### config.mk
export PLATFORM = sky130hd
export DESIGN_NAME = vga_timing_core
export DESIGN_NICKNAME = d
export VERILOG_FILES = /design/src/rtl/vga_pkg.sv /design/src/rtl/vga_axis_counter.sv /design/src/rtl/vga_timing_core.sv
export SDC_FILE = /design/constraint.sdc
export NUM_CORES = 1
export LEC_CHECK = 0
export CORE_MARGIN = 2
export CORE_UTILIZATION = 48
export DETAILED_ROUTE_END_ITERATION = 10
export PLACE_DENSITY = 0.84
export SETUP_SLACK_MARGIN = 0.4
export SYNTH_ARGS = -nofsm -noshare
export SYNTH_HDL_FRONTEND = slang
export SYNTH_SLANG_ARGS = --single-unit
### constraint.sdc
create_clock -name clk -period 3.9 [get_ports clk]
set_input_delay 0.39 -clock clk [delete_from_list [all_inputs] [get_ports clk]]
set_output_delay 0.39 -clock clk [all_outputs]
set_load 0.03 [all_outputs]
### src/rtl/vga_pkg.sv
// Shared VGA defaults: 640x480@60 timing, sync polarity constants and the
// colour-bar lookup used by the optional test pattern.
package vga_pkg;

    localparam int unsigned DEF_H_ACTIVE = 640;
    localparam int unsigned DEF_H_FRONT  = 16;
    localparam int unsigned DEF_H_SYNC   = 96;
    localparam int unsigned DEF_H_BACK   = 48;
    localparam int unsigned DEF_V_ACTIVE = 480;
    localparam int unsigned DEF_V_FRONT  = 10;
    localparam int unsigned DEF_V_SYNC   = 2;
    localparam int unsigned DEF_V_BACK   = 33;
    localparam int unsigned DEF_CLK_DIV  = 2;
    localparam int unsigned DEF_COLOR_W  = 8;

    localparam logic SYNC_ACTIVE_LOW  = 1'b0;
    localparam logic SYNC_ACTIVE_HIGH = 1'b1;

    typedef enum logic [1:0] {
        REGION_ACTIVE,
        REGION_FRONT,
        REGION_SYNC,
        REGION_BACK
    } axis_region_e;

    typedef struct packed {
        logic r;
        logic g;
        logic b;
    } bar_rgb_t;

    localparam int unsigned BAR_COUNT = 8;

    // Entry i holds {R,G,B} for bar i.
    localparam logic [3*BAR_COUNT-1:0] BAR_RGB_LUT = {
        3'b111, 3'b110, 3'b101, 3'b100, 3'b011, 3'b010, 3'b001, 3'b000
    };

    function automatic bar_rgb_t bar_color(input logic [2:0] idx);
        return BAR_RGB_LUT[3*idx +: 3];
    endfunction

endpackage

### src/rtl/vga_axis_counter.sv
// One timing axis (horizontal or vertical): position counter with wrap strobe
// and active/sync region decode.
module vga_axis_counter
    import vga_pkg::*;
#(
    parameter int unsigned ACTIVE = DEF_H_ACTIVE,
    parameter int unsigned FRONT  = DEF_H_FRONT,
    parameter int unsigned SYNC   = DEF_H_SYNC,
    parameter int unsigned BACK   = DEF_H_BACK,
    parameter int unsigned W      = $clog2(ACTIVE + FRONT + SYNC + BACK)
) (
    input  logic         clk_i,
    input  logic         rst_ni,
    input  logic         clr_i,
    input  logic         inc_i,
    output logic [W-1:0] count_o,
    output logic         wrap_o,
    output logic         active_o,
    output logic         sync_o
);

    localparam int unsigned TOTAL = ACTIVE + FRONT + SYNC + BACK;
    localparam logic [W-1:0] LAST        = W'(TOTAL - 1);
    localparam logic [W-1:0] FRONT_START = W'(ACTIVE);
    localparam logic [W-1:0] SYNC_START  = W'(ACTIVE + FRONT);
    localparam logic [W-1:0] BACK_START  = W'(ACTIVE + FRONT + SYNC);

    logic [W-1:0] count_q, count_d;
    axis_region_e region;

    always_comb begin
        count_d = count_q;
        if (clr_i) begin
            count_d = '0;
        end else if (inc_i) begin
            count_d = (count_q == LAST) ? '0 : count_q + W'(1);
        end
    end

    always_ff @(posedge clk_i or negedge rst_ni) begin
        if (!rst_ni) begin
            count_q <= '0;
        end else begin
            count_q <= count_d;
        end
    end

    always_comb begin
        region = REGION_BACK;
        if (count_q < FRONT_START) begin
            region = REGION_ACTIVE;
        end else if (count_q < SYNC_START) begin
            region = REGION_FRONT;
        end else if (count_q < BACK_START) begin
            region = REGION_SYNC;
        end
    end

    assign count_o  = count_q;
    assign wrap_o   = inc_i && !clr_i && (count_q == LAST);
    assign active_o = (region == REGION_ACTIVE);
    assign sync_o   = (region == REGION_SYNC);

endmodule

### src/rtl/vga_timing_core.sv
// Parametrised VGA timing generator with registered, blanked colour output.
// Optional macro TEST_PATTERN_EN adds an internal 8-bar colour test pattern.
module vga_timing_core
    import vga_pkg::*;
#(
    parameter int unsigned H_ACTIVE   = DEF_H_ACTIVE,
    parameter int unsigned H_FRONT    = DEF_H_FRONT,
    parameter int unsigned H_SYNC     = DEF_H_SYNC,
    parameter int unsigned H_BACK     = DEF_H_BACK,
    parameter int unsigned V_ACTIVE   = DEF_V_ACTIVE,
    parameter int unsigned V_FRONT    = DEF_V_FRONT,
    parameter int unsigned V_SYNC     = DEF_V_SYNC,
    parameter int unsigned V_BACK     = DEF_V_BACK,
    parameter logic        H_SYNC_POL = SYNC_ACTIVE_LOW,
    parameter logic        V_SYNC_POL = SYNC_ACTIVE_LOW,
    parameter int unsigned CLK_DIV    = DEF_CLK_DIV,
    parameter int unsigned COLOR_W    = DEF_COLOR_W,
    localparam int unsigned H_TOTAL   = H_ACTIVE + H_FRONT + H_SYNC + H_BACK,
    localparam int unsigned V_TOTAL   = V_ACTIVE + V_FRONT + V_SYNC + V_BACK,
    localparam int unsigned X_W       = $clog2(H_TOTAL),
    localparam int unsigned Y_W       = $clog2(V_TOTAL)
) (
    input  logic               clk,
    input  logic               rstN,
    input  logic               enable,
    input  logic [COLOR_W-1:0] inRed,
    input  logic [COLOR_W-1:0] inGreen,
    input  logic [COLOR_W-1:0] inBlue,
    input  logic               testMode,
    output logic [X_W-1:0]     pixelX,
    output logic [Y_W-1:0]     pixelY,
    output logic               pixelValid,
    output logic               pixTick,
    output logic               hSync,
    output logic               vSync,
    output logic               videoOn,
    output logic               frameStart,
    output logic               lineStart,
    output logic [COLOR_W-1:0] outRed,
    output logic [COLOR_W-1:0] outGreen,
    output logic [COLOR_W-1:0] outBlue
);

    localparam int unsigned DIV_W = (CLK_DIV > 1) ? $clog2(CLK_DIV) : 1;
    localparam logic [DIV_W-1:0] DIV_LAST = DIV_W'(CLK_DIV - 1);

    logic [DIV_W-1:0] div_q, div_d;
    logic             tick_q, tick_d;

    logic [X_W-1:0] h_count;
    logic [Y_W-1:0] v_count;
    logic           h_wrap, h_active, h_sync;
    logic           v_wrap_unused, v_active, v_sync;

    logic [COLOR_W-1:0] src_r, src_g, src_b;

    logic               hsync_q, hsync_d;
    logic               vsync_q, vsync_d;
    logic               video_q, video_d;
    logic               frame_q, frame_d;
    logic               line_q, line_d;
    logic [COLOR_W-1:0] red_q, red_d;
    logic [COLOR_W-1:0] green_q, green_d;
    logic [COLOR_W-1:0] blue_q, blue_d;

    // The tick is registered from the next divider value so that it is low
    // during reset even when CLK_DIV=1, and still high exactly while the
    // divider sits at CLK_DIV-1.
    always_comb begin
        div_d = '0;
        if (enable && (div_q != DIV_LAST)) begin
            div_d = div_q + DIV_W'(1);
        end
        tick_d = enable && (div_d == DIV_LAST);
    end

    always_ff @(posedge clk or negedge rstN) begin
        if (!rstN) begin
            div_q  <= '0;
            tick_q <= 1'b0;
        end else begin
            div_q  <= div_d;
            tick_q <= tick_d;
        end
    end

    assign pixTick = tick_q && enable;

    vga_axis_counter #(
        .ACTIVE (H_ACTIVE),
        .FRONT  (H_FRONT),
        .SYNC   (H_SYNC),
        .BACK   (H_BACK),
        .W      (X_W)
    ) u_h_counter (
        .clk_i    (clk),
        .rst_ni   (rstN),
        .clr_i    (!enable),
        .inc_i    (pixTick),
        .count_o  (h_count),
        .wrap_o   (h_wrap),
        .active_o (h_active),
        .sync_o   (h_sync)
    );

    vga_axis_counter #(
        .ACTIVE (V_ACTIVE),
        .FRONT  (V_FRONT),
        .SYNC   (V_SYNC),
        .BACK   (V_BACK),
        .W      (Y_W)
    ) u_v_counter (
        .clk_i    (clk),
        .rst_ni   (rstN),
        .clr_i    (!enable),
        .inc_i    (h_wrap),
        .count_o  (v_count),
        .wrap_o   (v_wrap_unused),
        .active_o (v_active),
        .sync_o   (v_sync)
    );

    assign pixelX     = h_count;
    assign pixelY     = v_count;
    assign pixelValid = h_active && v_active;

`ifdef TEST_PATTERN_EN
    localparam int unsigned SCALE_W = X_W + 3;

    logic [SCALE_W-1:0] bar_scaled;
    logic [2:0]         bar_idx;
    bar_rgb_t           bar;

    assign bar_scaled = {h_count, 3'b000} / SCALE_W'(H_ACTIVE);
    assign bar_idx    = 3'(bar_scaled);
    assign bar        = bar_color(bar_idx);
    assign src_r      = testMode ? {COLOR_W{bar.r}} : inRed;
    assign src_g      = testMode ? {COLOR_W{bar.g}} : inGreen;
    assign src_b      = testMode ? {COLOR_W{bar.b}} : inBlue;
`else
    logic unused_test_mode;

    assign unused_test_mode = testMode;
    assign src_r            = inRed;
    assign src_g            = inGreen;
    assign src_b            = inBlue;
`endif

    always_comb begin
        hsync_d = hsync_q;
        vsync_d = vsync_q;
        video_d = video_q;
        red_d   = red_q;
        green_d = green_q;
        blue_d  = blue_q;
        frame_d = 1'b0;
        line_d  = 1'b0;
        if (!enable) begin
            hsync_d = ~H_SYNC_POL;
            vsync_d = ~V_SYNC_POL;
            video_d = 1'b0;
            red_d   = '0;
            green_d = '0;
            blue_d  = '0;
        end else if (pixTick) begin
            hsync_d = h_sync ? H_SYNC_POL : ~H_SYNC_POL;
            vsync_d = v_sync ? V_SYNC_POL : ~V_SYNC_POL;
            video_d = pixelValid;
            red_d   = pixelValid ? src_r : '0;
            green_d = pixelValid ? src_g : '0;
            blue_d  = pixelValid ? src_b : '0;
            frame_d = (h_count == '0) && (v_count == '0);
            line_d  = (h_count == '0) && v_active;
        end
    end

    always_ff @(posedge clk or negedge rstN) begin
        if (!rstN) begin
            hsync_q <= ~H_SYNC_POL;
            vsync_q <= ~V_SYNC_POL;
            video_q <= 1'b0;
            frame_q <= 1'b0;
            line_q  <= 1'b0;
            red_q   <= '0;
            green_q <= '0;
            blue_q  <= '0;
        end else begin
            hsync_q <= hsync_d;
            vsync_q <= vsync_d;
            video_q <= video_d;
            frame_q <= frame_d;
            line_q  <= line_d;
            red_q   <= red_d;
            green_q <= green_d;
            blue_q  <= blue_d;
        end
    end

    assign hSync      = hsync_q;
    assign vSync      = vsync_q;
    assign videoOn    = video_q;
    assign frameStart = frame_q;
    assign lineStart  = line_q;
    assign outRed     = red_q;
    assign outGreen   = green_q;
    assign outBlue    = blue_q;

endmodule

==> flow_metrics.tcl <==
set metrics [dict create \
    grt_setup_unrepaired "no" \
    r2r_slack_ns 1.66 \
    nets 321 \
    cp-startpoint "enable" \
    io-pin-count 79 \
    design_area_um2 3199 \
    ctsLongestPathBuffers 2 \
    dr.max_layer_used "met4" \
    cap_violations 0 \
    critPathKind "input port to output pin" \
    finClkSkew_ns 0.009094 \
    grt_pass1_vias 1835 \
    setup_viol 0 \
    grt_pass1_wl_mm 8.818 \
    cts_buffers 5 \
    synth_edf_count 0 \
    dpl.hpwl_mm 3.782 \
    status "completed" \
    power.static_leakage_nw 1.388 \
    drive_gt1_frac 0.06552 \
    async_flop_share 1.000 \
    die_w_um 73.11 \
    firstDrtPassIters 4 \
    power_density_nw_per_um2 325.2 \
    wl_met3_um 457 \
    worst_pin_slew_ns 1.073 \
    finalSetupTns_ns 0 \
    cts_tree "built" \
    post_cts_resized 0 \
    r2r_start "u_h_counter.count_o[7]" \
    dp_cells 336 \
    gp_congestion 0.8670 \
    track_usage 0.2173 \
    cts.clk_slew.worst_paths_ns 0.09 \
    avgSynthCellArea_um2 10.86 \
    slew_headroom 0.2848 \
    arrival_ns 2.08 \
    finalWirelength_mm 5.450 \
    drc 0 \
    antenna_found_initial 0 \
    crit_required_ns 3.51 \
    portBuffers 77 \
    wl_met1_mm 2.451 \
    max_freq_ghz 0.4047 \
    vdd_ir_drop_max_uv 216.1 \
    post-route-period-util 0.6337 \
    die-area_um2 5344 \
    dr_wl_met2_mm 2.468 \
    yosysUniqueCellTypes 39 \
    cts_root_buf "clkbuf_8" \
    placed_cell_area_um2 3100 \
    postRouteAntennaNets 0 \
    synth_seq_area_share 0.5469 \
    grt-ovfl-total 0 \
    finalHoldViolations 0 \
    ctsHoldBuffers 0 \
    crit_path_end "pixTick" \
    placementRows 25 \
    routed_via_density 5.828 \
    finalNonFillerCells 344 \
    rr_endpoint "u_v_counter.count_o[8]" \
    n_antenna_cell 0 \
    synth_area_um2 2292 \
    crit_path_end_kind "output pin" \
    yosysWarnings 0 \
    holdWs_ns 0.2628 \
    synth_ff_type "dfrtp_1" \
    drtIter0Drc 181 \
    post-route-min-period_ns 2.471 \
    ys_ff_latch 50 \
    grt_max_degree 51 \
    fp.dieH_um 73.11 \
    clock-sinks 50 \
    synth_nets 243 \
    maxSlewViolCount 0 \
    syn_inst 211 \
    wl_per_cell_um 15.84 \
    initial_utilization 0.4918 \
    vias 2005 \
    worst-path-max-fanout 8 \
    reg2reg_depth 4 \
    area_growth_pct 39.57 \
    htreeDepth 2 \
    core_um2 4661 \
    post_cts_buffers 0 \
    clock_latency_ns 0.32 \
    hold_class "input port to asynchronous set/reset pin" \
    start_kind "input port" \
]
-- cell usage after synthesis (3+ instances only) --
| library cell | instances | area (um^2) |
|---|---|---|
| o21ai_0 | 11 | 55.05 |
| a22o_1 | 25 | 219.0 |
| nand2b_1 | 3 | 18.77 |
| and4_1 | 3 | 26.28 |
| xor2_1 | 3 | 26.28 |
| clkbuf_1 | 3 | 11.26 |
| nand4_1 | 8 | 50.05 |
| inv_1 | 15 | 56.30 |
| dfrtp_1 | 48 | 1201 |
| nand2_1 | 13 | 48.80 |
| nor4_1 | 4 | 25.02 |
| nand3_1 | 11 | 55.05 |
| a21oi_1 | 6 | 30.03 |
| nor2_1 | 12 | 45.04 |
| ha_1 | 4 | 50.05 |
| a31oi_1 | 5 | 31.28 |
| and3_1 | 4 | 25.02 |
| buf_2 | 3 | 15.01 |
| or3_1 | 4 | 25.02 |
-- worst min-delay path by stage --
| stage | from | end | slack [ns] | depth (start not counted) |
|---|---|---|---|---|
| 6_report | rstN | outGreen[7] | 0.26 | 1 |
| 2_1_floorplan | rstN | div_q | 0.09 | 0 |
| 5_1_grt | rstN | outGreen[7] | 0.35 | 1 |
| 3_5_place_dp | videoOn | videoOn | 0.47 | 1 |
| 4_1_cts | rstN | outGreen[7] | 0.30 | 1 |
| 3_3_place_gp | videoOn | videoOn | 0.46 | 1 |
-- routing by layer --
metal  track usage  vias up
met1        0.3096      961
met4       0.07819        0
met2        0.3063       87
met5             0        -
li1              -      952
met3       0.07597        5
-- power by group --
group	total [mW]	internal [mW]	switching, mW
clock network	0.331	0.146	0.184
logic	0.160	0.0728	0.0869
registers	0.550	0.537	0.0132
-- registers in the layout, summed over array words and instances (netlist names) --
name and count:
div_q 1, frameStart 1, hSync 1, lineStart 1, outBlue 8, outGreen 8
outRed 8, u_h_counter.count_o 10, u_v_counter.count_o 10, vSync 1, videoOn 1
-- critical path, cell delays in order --
cell	delay, ns
clkdlybuf4s50_1	0.59
nand2_1	0.26
inv_1	0.16
clkdlybuf4s50_1	0.68
-- layout make-up --
class | count | area, um^2
fill | 372 | 1461
clock buffer | 6 | 82.58
clock inverter | 2 | 16.27
sequential | 50 | 1254
multi-input combinational | 139 | 949.7
timing repair buffer | 78 | 773.2
inverter | 15 | 56.30
tap | 54 | 67.56
-- stage by stage --
stage,util,setup WS [ns],total power [mW]
2_1_floorplan,-,1.939,0.6343
3_3_place_gp,0.6652,1.437,0.7179
3_5_place_dp,0.6652,1.410,0.7207
4_1_cts,0.6864,1.415,1.048
5_1_grt,0.6864,1.311,1.082
6_report,0.6864,1.429,1.040
-- kinds of logic after synthesis --
| logic type | share of synthesized area |
|---|---|
| AND/OR/NAND/NOR | 0.1714 |
| buffers and inverters | 0.04093 |
| adder cells (fa/ha/maj) | 0.02183 |
| flip-flops | 0.5469 |
| multiplexers | 0.009279 |
| XOR/XNOR | 0.01146 |
| AO/OA/AOI/OAI | 0.1981 |
-- placed cells by master (no fill, tap or decap), drive strengths merged, types with 6 or more instances in the layout --
cell           netlist  layout
dfrtp               48      48
inv                 15      16
nand2               13      13
nand3               11      11
o21ai               11      11
clkbuf               3       6
a21oi                6       6
nor2                12      12
clkdlybuf4s50        0      76
a22o                25      25
nand4                8       8
Power figures use the tool's default switching activity.
